File: src/rtl/coerencia_pkg.sv
// Shared encodings for the snooping coherence controller: line states, bus messages,
// processor ops and the controller FSM states.
package coerencia_pkg;

   typedef enum logic [1:0] {
      LINHA_I = 2'b00,
      LINHA_M = 2'b01,
      LINHA_S = 2'b10,
      LINHA_E = 2'b11
   } linha_t;

   typedef enum logic [1:0] {
      MSG_INVALIDAR  = 2'b00,
      MSG_READ_MISS  = 2'b01,
      MSG_WRITE_MISS = 2'b10,
      MSG_SEM        = 2'b11
   } msg_t;

   typedef enum logic [1:0] {
      OP_READ_HIT   = 2'b00,
      OP_READ_MISS  = 2'b01,
      OP_WRITE_HIT  = 2'b10,
      OP_WRITE_MISS = 2'b11
   } op_t;

   typedef enum logic {
      OCIOSO     = 1'b0,
      ESPERA_BUS = 1'b1
   } fsm_t;

endpackage

File: src/rtl/transicao_emissor.sv
// Processor-side coherence function: (line state, op, shared) -> (new state, bus msg,
// writeBack, erro). COERENCIA_MESI_EN adds the E state.
module transicao_emissor
   import coerencia_pkg::*;
(
   input  linha_t estado_i,
   input  op_t    op_i,
   input  logic   compartilhado_i,
   output linha_t novo_o,
   output msg_t   msg_o,
   output logic   wb_o,
   output logic   erro_o
);

   linha_t ler_novo;

`ifdef COERENCIA_MESI_EN
   assign ler_novo = compartilhado_i ? LINHA_S : LINHA_E;
`else
   logic compartilhado_unused;
   assign compartilhado_unused = compartilhado_i;
   assign ler_novo = LINHA_S;
`endif

   always_comb begin
      novo_o = estado_i;
      msg_o  = MSG_SEM;
      wb_o   = 1'b0;
      erro_o = 1'b0;
      case (estado_i)
         LINHA_I: begin
            case (op_i)
               OP_READ_MISS:  begin novo_o = ler_novo; msg_o = MSG_READ_MISS; end
               OP_WRITE_MISS: begin novo_o = LINHA_M; msg_o = MSG_WRITE_MISS; end
               OP_WRITE_HIT:  erro_o = 1'b1;
               default: ;
            endcase
         end
         LINHA_M: begin
            case (op_i)
               OP_READ_MISS:  begin novo_o = LINHA_S; msg_o = MSG_READ_MISS; wb_o = 1'b1; end
               OP_WRITE_MISS: begin novo_o = LINHA_M; msg_o = MSG_WRITE_MISS; wb_o = 1'b1; end
               default: ;
            endcase
         end
         LINHA_S: begin
            case (op_i)
               OP_READ_MISS:  begin novo_o = LINHA_S; msg_o = MSG_READ_MISS; end
               OP_WRITE_HIT:  begin novo_o = LINHA_M; msg_o = MSG_INVALIDAR; end
               OP_WRITE_MISS: begin novo_o = LINHA_M; msg_o = MSG_WRITE_MISS; end
               default: ;
            endcase
         end
`ifdef COERENCIA_MESI_EN
         LINHA_E: begin
            // exclusive-clean: a write upgrades silently, no bus traffic needed
            case (op_i)
               OP_WRITE_HIT:  novo_o = LINHA_M;
               OP_READ_MISS:  begin novo_o = ler_novo; msg_o = MSG_READ_MISS; end
               OP_WRITE_MISS: begin novo_o = LINHA_M; msg_o = MSG_WRITE_MISS; end
               default: ;
            endcase
         end
`endif
         default: ;
      endcase
   end

endmodule

File: src/rtl/coerencia_snoop_n.sv
// Snooping MSI/MESI coherence controller for one private cache; COERENCIA_MESI_EN enables MESI.
// state      | meaning
// OCIOSO     | idle, accepts processor requests, local ops complete here
// ESPERA_BUS | bus message posted, waiting for bus_ack to commit the new line state
module coerencia_snoop_n
   import coerencia_pkg::*;
#(
   parameter  int NUM_LINHAS = 4,
   localparam int IDX_W      = $clog2(NUM_LINHAS)
)(
   input  logic             clock,
   input  logic             resetn,
   input  logic             proc_valid,
   input  logic [1:0]       proc_op,
   input  logic [IDX_W-1:0] proc_idx,
   output logic             proc_ready,
   output logic             proc_done,
   output logic             erro,
   output logic             bus_valid,
   output logic [1:0]       bus_msg,
   output logic [IDX_W-1:0] bus_idx,
   input  logic             bus_ack,
   input  logic             bus_compartilhado,
   input  logic             snoop_valid,
   input  logic [1:0]       snoop_msg,
   input  logic [IDX_W-1:0] snoop_idx,
   output logic             snoop_compartilhado,
   output logic             writeBack,
   input  logic [IDX_W-1:0] consulta_idx,
   output logic [1:0]       consulta_estado
);

   fsm_t             estado_q;
   linha_t           tabela_q [NUM_LINHAS];
   linha_t           tabela_d [NUM_LINHAS];
   logic [IDX_W-1:0] pend_idx_q;
   linha_t           pend_orig_q;
   op_t              pend_op_q;
   logic             bus_valid_q;
   msg_t             bus_msg_q;
   logic [IDX_W-1:0] bus_idx_q;
   logic             proc_done_q;
   logic             erro_q;
   logic             wb_q;

   linha_t te_estado;
   op_t    te_op;
   linha_t te_novo;
   msg_t   te_msg;
   logic   te_wb;
   logic   te_erro;
   logic   aceita;
   logic   commit;
   logic   wb_snoop;
   msg_t   snoop_m;

   assign proc_ready = (estado_q == OCIOSO) && !(snoop_valid && (snoop_idx == proc_idx));
   assign aceita     = proc_valid && proc_ready;
   assign commit     = (estado_q == ESPERA_BUS) && bus_ack;
   assign snoop_m    = msg_t'(snoop_msg);

   // One evaluator serves both phases: request decode when idle, final state at ack
   // (where MESI needs bus_compartilhado) when waiting.
   assign te_estado = (estado_q == ESPERA_BUS) ? pend_orig_q : tabela_q[proc_idx];
   assign te_op     = (estado_q == ESPERA_BUS) ? pend_op_q : op_t'(proc_op);

   transicao_emissor u_transicao (
      .estado_i        (te_estado),
      .op_i            (te_op),
      .compartilhado_i (bus_compartilhado),
      .novo_o          (te_novo),
      .msg_o           (te_msg),
      .wb_o            (te_wb),
      .erro_o          (te_erro)
   );

   always_comb begin
      tabela_d = tabela_q;
      wb_snoop = 1'b0;
      if (snoop_valid) begin
         case (tabela_q[snoop_idx])
            LINHA_M: begin
               if (snoop_m == MSG_READ_MISS) begin
                  tabela_d[snoop_idx] = LINHA_S;
                  wb_snoop            = 1'b1;
               end else if (snoop_m == MSG_WRITE_MISS) begin
                  tabela_d[snoop_idx] = LINHA_I;
                  wb_snoop            = 1'b1;
               end
            end
            LINHA_S: begin
               if (snoop_m == MSG_WRITE_MISS || snoop_m == MSG_INVALIDAR)
                  tabela_d[snoop_idx] = LINHA_I;
            end
            LINHA_E: begin
               if (snoop_m == MSG_READ_MISS)
                  tabela_d[snoop_idx] = LINHA_S;
               else if (snoop_m == MSG_WRITE_MISS || snoop_m == MSG_INVALIDAR)
                  tabela_d[snoop_idx] = LINHA_I;
            end
            default: ;
         endcase
      end
      if (aceita && (te_msg == MSG_SEM))
         tabela_d[proc_idx] = te_novo;
      // commit is applied last so it overrides a same-cycle snoop on the pending line
      if (commit)
         tabela_d[pend_idx_q] = te_novo;
   end

   always_ff @(posedge clock) begin
      if (!resetn) begin
         estado_q    <= OCIOSO;
         for (int i = 0; i < NUM_LINHAS; i++)
            tabela_q[i] <= LINHA_I;
         pend_idx_q  <= '0;
         pend_orig_q <= LINHA_I;
         pend_op_q   <= OP_READ_HIT;
         bus_valid_q <= 1'b0;
         bus_msg_q   <= MSG_SEM;
         bus_idx_q   <= '0;
         proc_done_q <= 1'b0;
         erro_q      <= 1'b0;
         wb_q        <= 1'b0;
      end else begin
         tabela_q    <= tabela_d;
         proc_done_q <= 1'b0;
         erro_q      <= 1'b0;
         wb_q        <= wb_snoop | (aceita & te_wb);
         case (estado_q)
            OCIOSO: begin
               if (aceita) begin
                  if (te_msg == MSG_SEM) begin
                     proc_done_q <= 1'b1;
                     erro_q      <= te_erro;
                  end else begin
                     estado_q    <= ESPERA_BUS;
                     pend_idx_q  <= proc_idx;
                     pend_orig_q <= tabela_q[proc_idx];
                     pend_op_q   <= op_t'(proc_op);
                     bus_valid_q <= 1'b1;
                     bus_msg_q   <= te_msg;
                     bus_idx_q   <= proc_idx;
                  end
               end
            end
            ESPERA_BUS: begin
               if (bus_ack) begin
                  estado_q    <= OCIOSO;
                  bus_valid_q <= 1'b0;
                  bus_msg_q   <= MSG_SEM;
                  proc_done_q <= 1'b1;
               end
            end
            default: estado_q <= OCIOSO;
         endcase
      end
   end

   assign proc_done           = proc_done_q;
   assign erro                = erro_q;
   assign bus_valid           = bus_valid_q;
   assign bus_msg             = bus_msg_q;
   assign bus_idx             = bus_idx_q;
   assign writeBack           = wb_q;
   assign snoop_compartilhado = snoop_valid && (tabela_q[snoop_idx] != LINHA_I);
   assign consulta_estado     = tabela_q[consulta_idx];

endmodule
File: config.mk
export PLATFORM = sky130hd
export DESIGN_NAME = coerencia_snoop_n
export DESIGN_NICKNAME = d
export VERILOG_FILES = /design/src/rtl/coerencia_pkg.sv /design/src/rtl/transicao_emissor.sv /design/src/rtl/coerencia_snoop_n.sv
export SDC_FILE = /design/constraint.sdc
export NUM_CORES = 1
export LEC_CHECK = 0
export CAP_MARGIN = 20
export CORE_MARGIN = 4
export CORE_UTILIZATION = 30
export CTS_CLUSTER_SIZE = 12
export DETAILED_ROUTE_END_ITERATION = 8
export SLEW_MARGIN = 5
export SYNTH_ARGS = -nofsm -noshare
export SYNTH_HDL_FRONTEND = slang
export SYNTH_HIERARCHICAL = 1
export SYNTH_SLANG_ARGS = --single-unit
File: constraint.sdc
create_clock -name clock -period 4.8 [get_ports clock]
set_clock_uncertainty 0.05 [all_clocks]
set_input_delay 0.72 -clock clock [delete_from_list [all_inputs] [get_ports clock]]
set_output_delay 0.72 -clock clock [all_outputs]
set_load 0.005 [all_outputs]
==> qor.log, run 1 <==
qor: status.outcome finished, final reports clean
qor: finish.area_delta_synth_final 19.5%
qor: finish.layout.area.seq 420 um^2
qor: critical_path.crit_fanout 12
qor: timing.final.period_utilization 0.751
qor: synth.synth_simple_gate_area_share 0.247
qor: critical_path.cell_occurring_most_often_along_the_worst_timing_path sky130_fd_sc_hd__clkdlybuf4s50_1
qor: synth.yosys.cell_count.top_type sky130_fd_sc_hd__nand2_1
qor: floorplanning.core 5240 um^2
qor: place.dpl-instance-area 1930 um^2
qor: timing.period_needed 3.60 ns
qor: synth.postSynthNetCount 220
qor: synth.synth_edf_count 0
qor: finish.final_layout_size_suffix_gt1_frac 0.107
qor: clock_network.post_cts_hold_buffer_count 0
qor: route.routed-wl-met3 175 um
qor: floorplanning.num_io_pins 28
qor: grt.grt.overflow.total 0
qor: clock_network.tritoncts done
qor: critical_path.endpoint_required_time_on_the_critical_path 4.03 ns
qor: synth.synthesized_instance_count 196
qor: timing.max_slew.worst_pin.slew 0.682 ns
qor: clock_network.cts_inserted_buffers 3
qor: clock_network.clock_tree.buffer_depth 2
qor: place.post-dp-hpwl 3.24 mm
qor: critical_path.critical_path_buf_inv_count 2
qor: route.met1_wire_length 2.06 mm
qor: synth.syn_area_per_cell 8.46 um^2
qor: synth.yosys.area_share.xor_xnor 0.0106
qor: grt.grtUsageTotal 0.133
qor: finish.finish.net_count 239
qor: route.first_pass_iters 4
qor: clock_network.cts_resized 0
qor: route.met2WireLength 1.97 mm
qor: synth.area_fraction_in_compound_gates_after_synthesis 0.205
qor: floorplanning.die_x 82.3 um
qor: timing.rsz0062_at_grt no
qor: synth.synthTopCellsByArea sky130_fd_sc_hd__dfxtp_1 (25%), sky130_fd_sc_hd__mux4_2 (8.2%), sky130_fd_sc_hd__nand2_1 (6.1%)
qor: critical_path.crit_path_start_kind input port
qor: timing.finalWorstSetupSlack 1.20 ns
qor: synth.seq_area_frac_synth 0.254
qor: synth.syn-cell-area 1660 um^2
qor: timing.finalSetupTns 0 ns
qor: route.post_detailed_route_drc_marker_count 0
qor: critical_path.path_cells clkdlybuf4s50_1 > mux4_2 > o21a_1 > clkdlybuf4s50_1
qor: floorplanning.dieHeight 82.3 um
qor: grt.first_pass_grt_wire_length 7.09 mm
qor: power_and_ir_drop.ir_drop 161 uV
qor: timing.maxSlewHeadroom 0.542
qor: critical_path.arrival 2.83 ns
qor: synth.yosys_warnings 6
qor: synth.ys_types 49
qor: floorplanning.die-area 6780 um^2
qor: synth.yosysTopAreaCellShare 0.254
qor: critical_path.cpLargestDelayFamily buffers and inverters
qor: timing.setup_viols_final 0
qor: synth.synthTopCellsByCount sky130_fd_sc_hd__nand2_1 (27), sky130_fd_sc_hd__dfxtp_1 (21), sky130_fd_sc_hd__a21oi_1 (15)
qor: grt.grt_start_max_net_pins 16
qor: grt.vias_in_the_first_global_route 1428
qor: timing.maxClockFrequency 278 MHz
qor: synth.synthFlopType sky130_fd_sc_hd__dfxtp_1
qor: synth.synth_seq_cells 21
qor: power_and_ir_drop.cellLeakagePower 0.717 nW
qor: floorplanning.core.rowCount 26
qor: critical_path.timing.critical_path.slowest_stage_cell sky130_fd_sc_hd__clkdlybuf4s50_1
qor: route.wire_per_inst 14.9 um
qor: place.port-buffer-count 26
qor: floorplanning.start_util 0.317
qor: clock_network.clock_transition_at_the_registers_of_the_reported_paths 0.08 ns
qor: finish.fillCellCount 521
qor: critical_path.endpoint_kind primary output
qor: finish.multiInputGateArea 1130 um^2
qor: route.dr_total_vias 1499
qor: clock_network.cts_sinks 21
qor: synth.ys_async_sr_fraction 0
qor: hold_path.hp-class register to register
qor: route.vias_per_cell 5.28
qor: timing.hold_violations 0
qor: clock_network.cts-root-buf sky130_fd_sc_hd__clkbuf_8
qor: timing.slew_violations 0
qor: clock_network.clk-insertion-delay-late 0.26 ns
qor: finish.final_cell_area 1980 um^2
qor: synth.synth.mux.area_fraction 0.161
qor: route.route.antenna.remaining_nets 0
qor: route.highest_routed_layer met4
qor: critical_path.criticalPathCategory input port to primary output
qor: critical_path.critical-path-max-stage-delay 0.72 ns
qor: route.drtIter0Drc 175
qor: place.pre_cts_ws 0.978 ns
qor: synth.synth_largest_area_cell sky130_fd_sc_hd__dfxtp_1
qor: flow_run.maxCapViolCount 0
qor: grt.antenna_found_initial 0
qor: route.detail_route.wirelength 4.24 mm
qor: place.gp_routability_congestion 0.817
qor: synth.synth_top_family_by_area simple AND/OR/NAND/NOR gates
qor: synth.synth_adder_area_share 0.0604
qor: power_and_ir_drop.power_density 251 nW/um^2
qor: finish.insertedDiodeCount 0
qor: clock_network.cts_max_level 1
qor: clock_network.postCtsSetupRepairBufs 0
## cell usage in the layout (no fill, tap or decap), drive strengths merged, types with 7 or more instances in the layout
| cell | instances |
|---|---|
| dfxtp | 21 |
| clkdlybuf4s50 | 26 |
| a21oi | 16 |
| nand2 | 27 |
| nand3 | 11 |
| ha | 8 |
| nor2 | 9 |
| inv | 7 |
## logic make-up (layout without fill, tap and decap cells)
| family | count (synthesis) | after routing |
|---|---|---|
| fa+ha+maj | 8 | 8 |
| compound gates | 48 | 48 |
| buf+inv | 20 | 38 |
| mux | 18 | 18 |
| simple gates | 79 | 79 |
| flops | 21 | 21 |
| xor+xnor | 2 | 2 |
## per-layer routing
| metal | global-route usage | vias to the layer above |
|---|---|---|
| met3 | 0.0282 | 4 |
| met1 | 0.188 | 698 |
| li1 | - | 767 |
| met2 | 0.210 | 30 |
| met4 | 0.0199 | 0 |
| met5 | 0 | - |
## cell type report
cell class	instances	area share
tap	70	0.0442
timing repair buffer	27	0.135
sequential	21	0.212
inverter	7	0.0133
clock buffer	3	0.0208
multi-input combinational	155	0.572
clock inverter	1	0.00253
## tightest hold or removal path: stages (launching register included)
cell and delay, ns:
sky130_fd_sc_hd__dfxtp_1 0.31, sky130_fd_sc_hd__nand2_1 0.05, sky130_fd_sc_hd__a21oi_1 0.05
## power by group
group          switching [mW]  internal [mW]  total (mW)
clock                  0.0598         0.0579       0.118
sequential             0.0175          0.188       0.206
combinational          0.0910         0.0834       0.174
total                   0.168          0.329       0.498
## flip-flops by register name, indices dropped and copies added (netlist names)
register	cells
pend_op_q	2
bus_idx	2
erro	1
bus_valid	1
tabela_q	8
bus_msg	2
writeBack	1
proc_done	1
pend_orig_q	2
estado_q	1
## path summary, 6_finish.rpt
| path | from | depth (start not counted) | end | slack (ns) |
|---|---|---|---|---|
| worst min-delay path | pend_op_q[0] | 2 | pend_op_q[0] | 0.41 |
| worst max-delay path | snoop_idx[0] | 4 | snoop_compartilhado | 1.20 |
| worst min register to register | pend_op_q[0] | 2 | pend_op_q[0] | 0.41 |
| worst max register to register | tabela_q[7] | 9 | tabela_q[4] | 2.06 |
## through the flow
step,hold WS (ns),util,cells,power (mW)
CTS,0.410,0.378,284,0.500
global placement,0.391,0.369,280,0.383
finish,0.409,0.378,284,0.498
detailed placement,0.398,0.369,280,0.383
floorplan,0.383,-,196,0.326
global route,0.428,0.378,284,0.528
Power figures use the tool's default switching activity.
==> inputs of run 2 (changes only) <==
Clock period 4.8 ns to 3.4 ns, I/O delays scaled along.
==> run 2 against run 1 <==
Largest power group unchanged. Combinational power up 56%. Design area up 4.5%. First-iteration DRC count up 17%. Register-to-register slack worse by 1.3 ns. Cell count up 4.2%. Worst setup slack worse by 0.85 ns.
==> qor.log, run 2 (synthesized netlist as in run 1, its figures left out) <==
qor: place.post-dp-hpwl 3.47 mm [+7.3%]
qor: finish.layout.cells.most_common_list sky130_fd_sc_hd__nand2_1 (27), sky130_fd_sc_hd__clkdlybuf4s50_1 (26), sky130_fd_sc_hd__dfxtp_1 (21)
qor: route.post_detailed_route_drc_marker_count 0 [unchanged]
qor: timing.maxClockFrequency 328 MHz
qor: critical_path.critical_path_buf_inv_count 1 [-1]
qor: status.outcome finished, final reports clean
qor: floorplanning.die-area 6780 um^2 [unchanged]
qor: grt.grt_start_max_net_pins 14 [-2]
qor: clock_network.tritoncts done
qor: finish.layout_commonest_cell sky130_fd_sc_hd__nand2_1
qor: grt.grtUsageTotal 0.143 [+0.0106]
qor: route.vias_per_cell 5.27 [-0.21%]
qor: finish.insertedDiodeCount 0 [unchanged]
qor: critical_path.cpLargestDelayFamily multiplexers
qor: timing.maxSlewHeadroom 0.626 [+0.0846]
qor: critical_path.endpoint tabela_q[4]
qor: critical_path.critical-path-max-stage-delay 0.57 ns [-0.15 ns]
qor: route.wire_per_inst 15.2 um [+1.9%]
qor: grt.vias_in_the_first_global_route 1543 [+8.1%]
qor: clock_network.cts-root-buf sky130_fd_sc_hd__clkbuf_8
qor: timing.max_slew.worst_pin.slew 0.561 ns [-0.121 ns]
qor: clock_network.cts_max_level 1 [unchanged]
qor: critical_path.crit_path_start_kind input port
qor: critical_path.criticalPathCategory input port to register
qor: power_and_ir_drop.cellLeakagePower 0.776 nW [+8.2%]
qor: power_and_ir_drop.power_density 354 nW/um^2 [+41%]
qor: critical_path.r2r.worst_path.cells 10 [+1]
qor: place.port-buffer-count 26 [unchanged]
qor: critical_path.ff2ff_setup_slack 0.78 ns [-1.28 ns]
qor: clock_network.clk-insertion-delay-late 0.27 ns [about the same]
qor: critical_path.r2r-end tabela_q[1]
qor: timing.setup_viols_final 0 [unchanged]
qor: timing.slew_violations 0 [unchanged]
qor: critical_path.endpoint_kind register
qor: finish.finish.cell_count_without_fillers 296 [+4.2%]
qor: route.dr_total_vias 1559 [+4.0%]
qor: route.route.antenna.remaining_nets 0 [unchanged]
qor: route.drtIter0Drc 205 [+17%]
qor: finish.final_cell_area 2070 um^2 [+4.5%]
qor: critical_path.timing.critical_path.slowest_stage_cell sky130_fd_sc_hd__clkdlybuf4s50_1
qor: critical_path.arrival 3.14 ns [+0.31 ns]
qor: critical_path.timing.critical_path.depth 10 [+6]
qor: clock_network.cts_sinks 21 [unchanged]
qor: timing.final.period_utilization 0.897
qor: clock_network.post_cts_hold_buffer_count 0 [unchanged]
qor: critical_path.path_cells clkdlybuf4s50_1 > mux4_2 > mux2_2 > and2b_4 > a21oi_2 > nand2_1 > nor3b_1 > a22oi_1 > nand3_1 > o22ai_1
qor: power_and_ir_drop.ir_drop 276 uV [+72%]
qor: finish.fin_util 0.395 [+0.0172]
qor: floorplanning.start_util 0.317 [unchanged]
qor: floorplanning.dieHeight 82.3 um [unchanged]
qor: critical_path.crit_fanout 6 [-6]
qor: hold_path.hp-class register to register
qor: flow_run.maxCapViolCount 0 [unchanged]
qor: floorplanning.die_x 82.3 um [unchanged]
qor: timing.hold_violations 0 [unchanged]
qor: place.dpl-instance-area 2020 um^2 [+4.7%]
qor: clock_network.postCtsSetupRepairBufs 0 [unchanged]
qor: critical_path.endpoint_required_time_on_the_critical_path 3.49 ns [-0.54 ns]
qor: clock_network.cts_inserted_buffers 3 [unchanged]
qor: critical_path.startpoint proc_idx[0]
qor: finish.flip_flop_count_of_the_largest_register_after_layout 8 [unchanged]
qor: hold_path.min-delay-start pend_op_q[1]
qor: timing.hold_slack 0.407 ns [-0.00242 ns]
qor: grt.first_pass_grt_wire_length 7.51 mm [+6.0%]
qor: floorplanning.num_io_pins 28 [unchanged]
qor: critical_path.reg2reg_from estado_q
qor: timing.rsz0062_at_grt no
qor: route.first_pass_iters 4 [unchanged]
qor: place.gp_routability_congestion 0.838 [+2.5%]
qor: finish.most_flop_heavy_register tabela_q
qor: finish.finish.net_count 251 [+5.0%]
qor: clock_network.clock_transition_at_the_registers_of_the_reported_paths 0.08 ns [about the same]
qor: floorplanning.core 5240 um^2 [unchanged]
qor: timing.finalSetupTns 0 ns [unchanged]
qor: grt.grt.overflow.total 0 [unchanged]
qor: floorplanning.core.rowCount 26 [unchanged]
qor: route.detail_route.wirelength 4.51 mm [+6.2%]
qor: finish.final_layout_size_suffix_gt1_frac 0.155 [+0.0474]
qor: timing.period_needed 3.05 ns
qor: place.placedCellCount 292 [+4.3%]
qor: clock_network.clock_tree.buffer_depth 2 [unchanged]
qor: finish.area_delta_synth_final 24.9%
qor: grt.antenna_found_initial 0 [unchanged]
qor: clock_network.cts_resized 0 [unchanged]
[run 2: final cells by class]
| cell class | count | area (um^2) |
|---|---|---|
| tap | 70 | 87.6 |
| timing repair buffer | 39 | 358 |
| clock buffer | 3 | 41.3 |
| inverter | 7 | 26.3 |
| fill | 534 | 3170 |
| sequential | 21 | 420 |
| clock inverter | 1 | 5.00 |
| multi-input combinational | 155 | 1130 |
[run 2: worst min path at each step]
stage	endpoint	cells past startpoint	slack, ns
floorplan	pend_op_q[0]	2	0.38
global placement	pend_op_q[0]	2	0.39
detailed placement	pend_op_q[1]	2	0.40
CTS	pend_op_q[1]	2	0.41
global route	pend_op_q[0]	2	0.43
finish	pend_op_q[1]	2	0.41
[run 2: metal layers]
metal / part of all wire / vias to the layer above / global-route usage
met4: 0.0060 / 0 / 0.0199
li1: - / 787 / -
met1: 0.48 / 737 / 0.201
met3: 0.039 / 5 / 0.0282
met2: 0.47 / 30 / 0.232
met5: 0 / - / 0
[run 2: report_power, final]
group	internal (mW)	leakage (nW)	switching, mW
Combinational	0.139	0.579	0.133
Sequential	0.266	0.171	0.0259
Clock	0.0819	0.0255	0.0888
Total	0.487	0.776	0.247
[run 2: worst reg2reg max path: cells and delay by family, from the launching register on]
family | cells | cell delay [ns]
AND/OR/NAND/NOR | 4 | 0.62
flip-flops | 1 | 0.58
adder cells (fa/ha/maj) | 1 | 0.19
buffers and inverters | 2 | 0.27
AO/OA/AOI/OAI | 1 | 0.17
multiplexers | 2 | 0.66
[run 2: through the flow]
step                worst slack [ns]  total power [mW]
global placement               0.102             0.565
finish                         0.350             0.734
global route                  0.0802             0.787
CTS                            0.340             0.740
floorplan                      0.655             0.460
detailed placement            0.0700             0.568
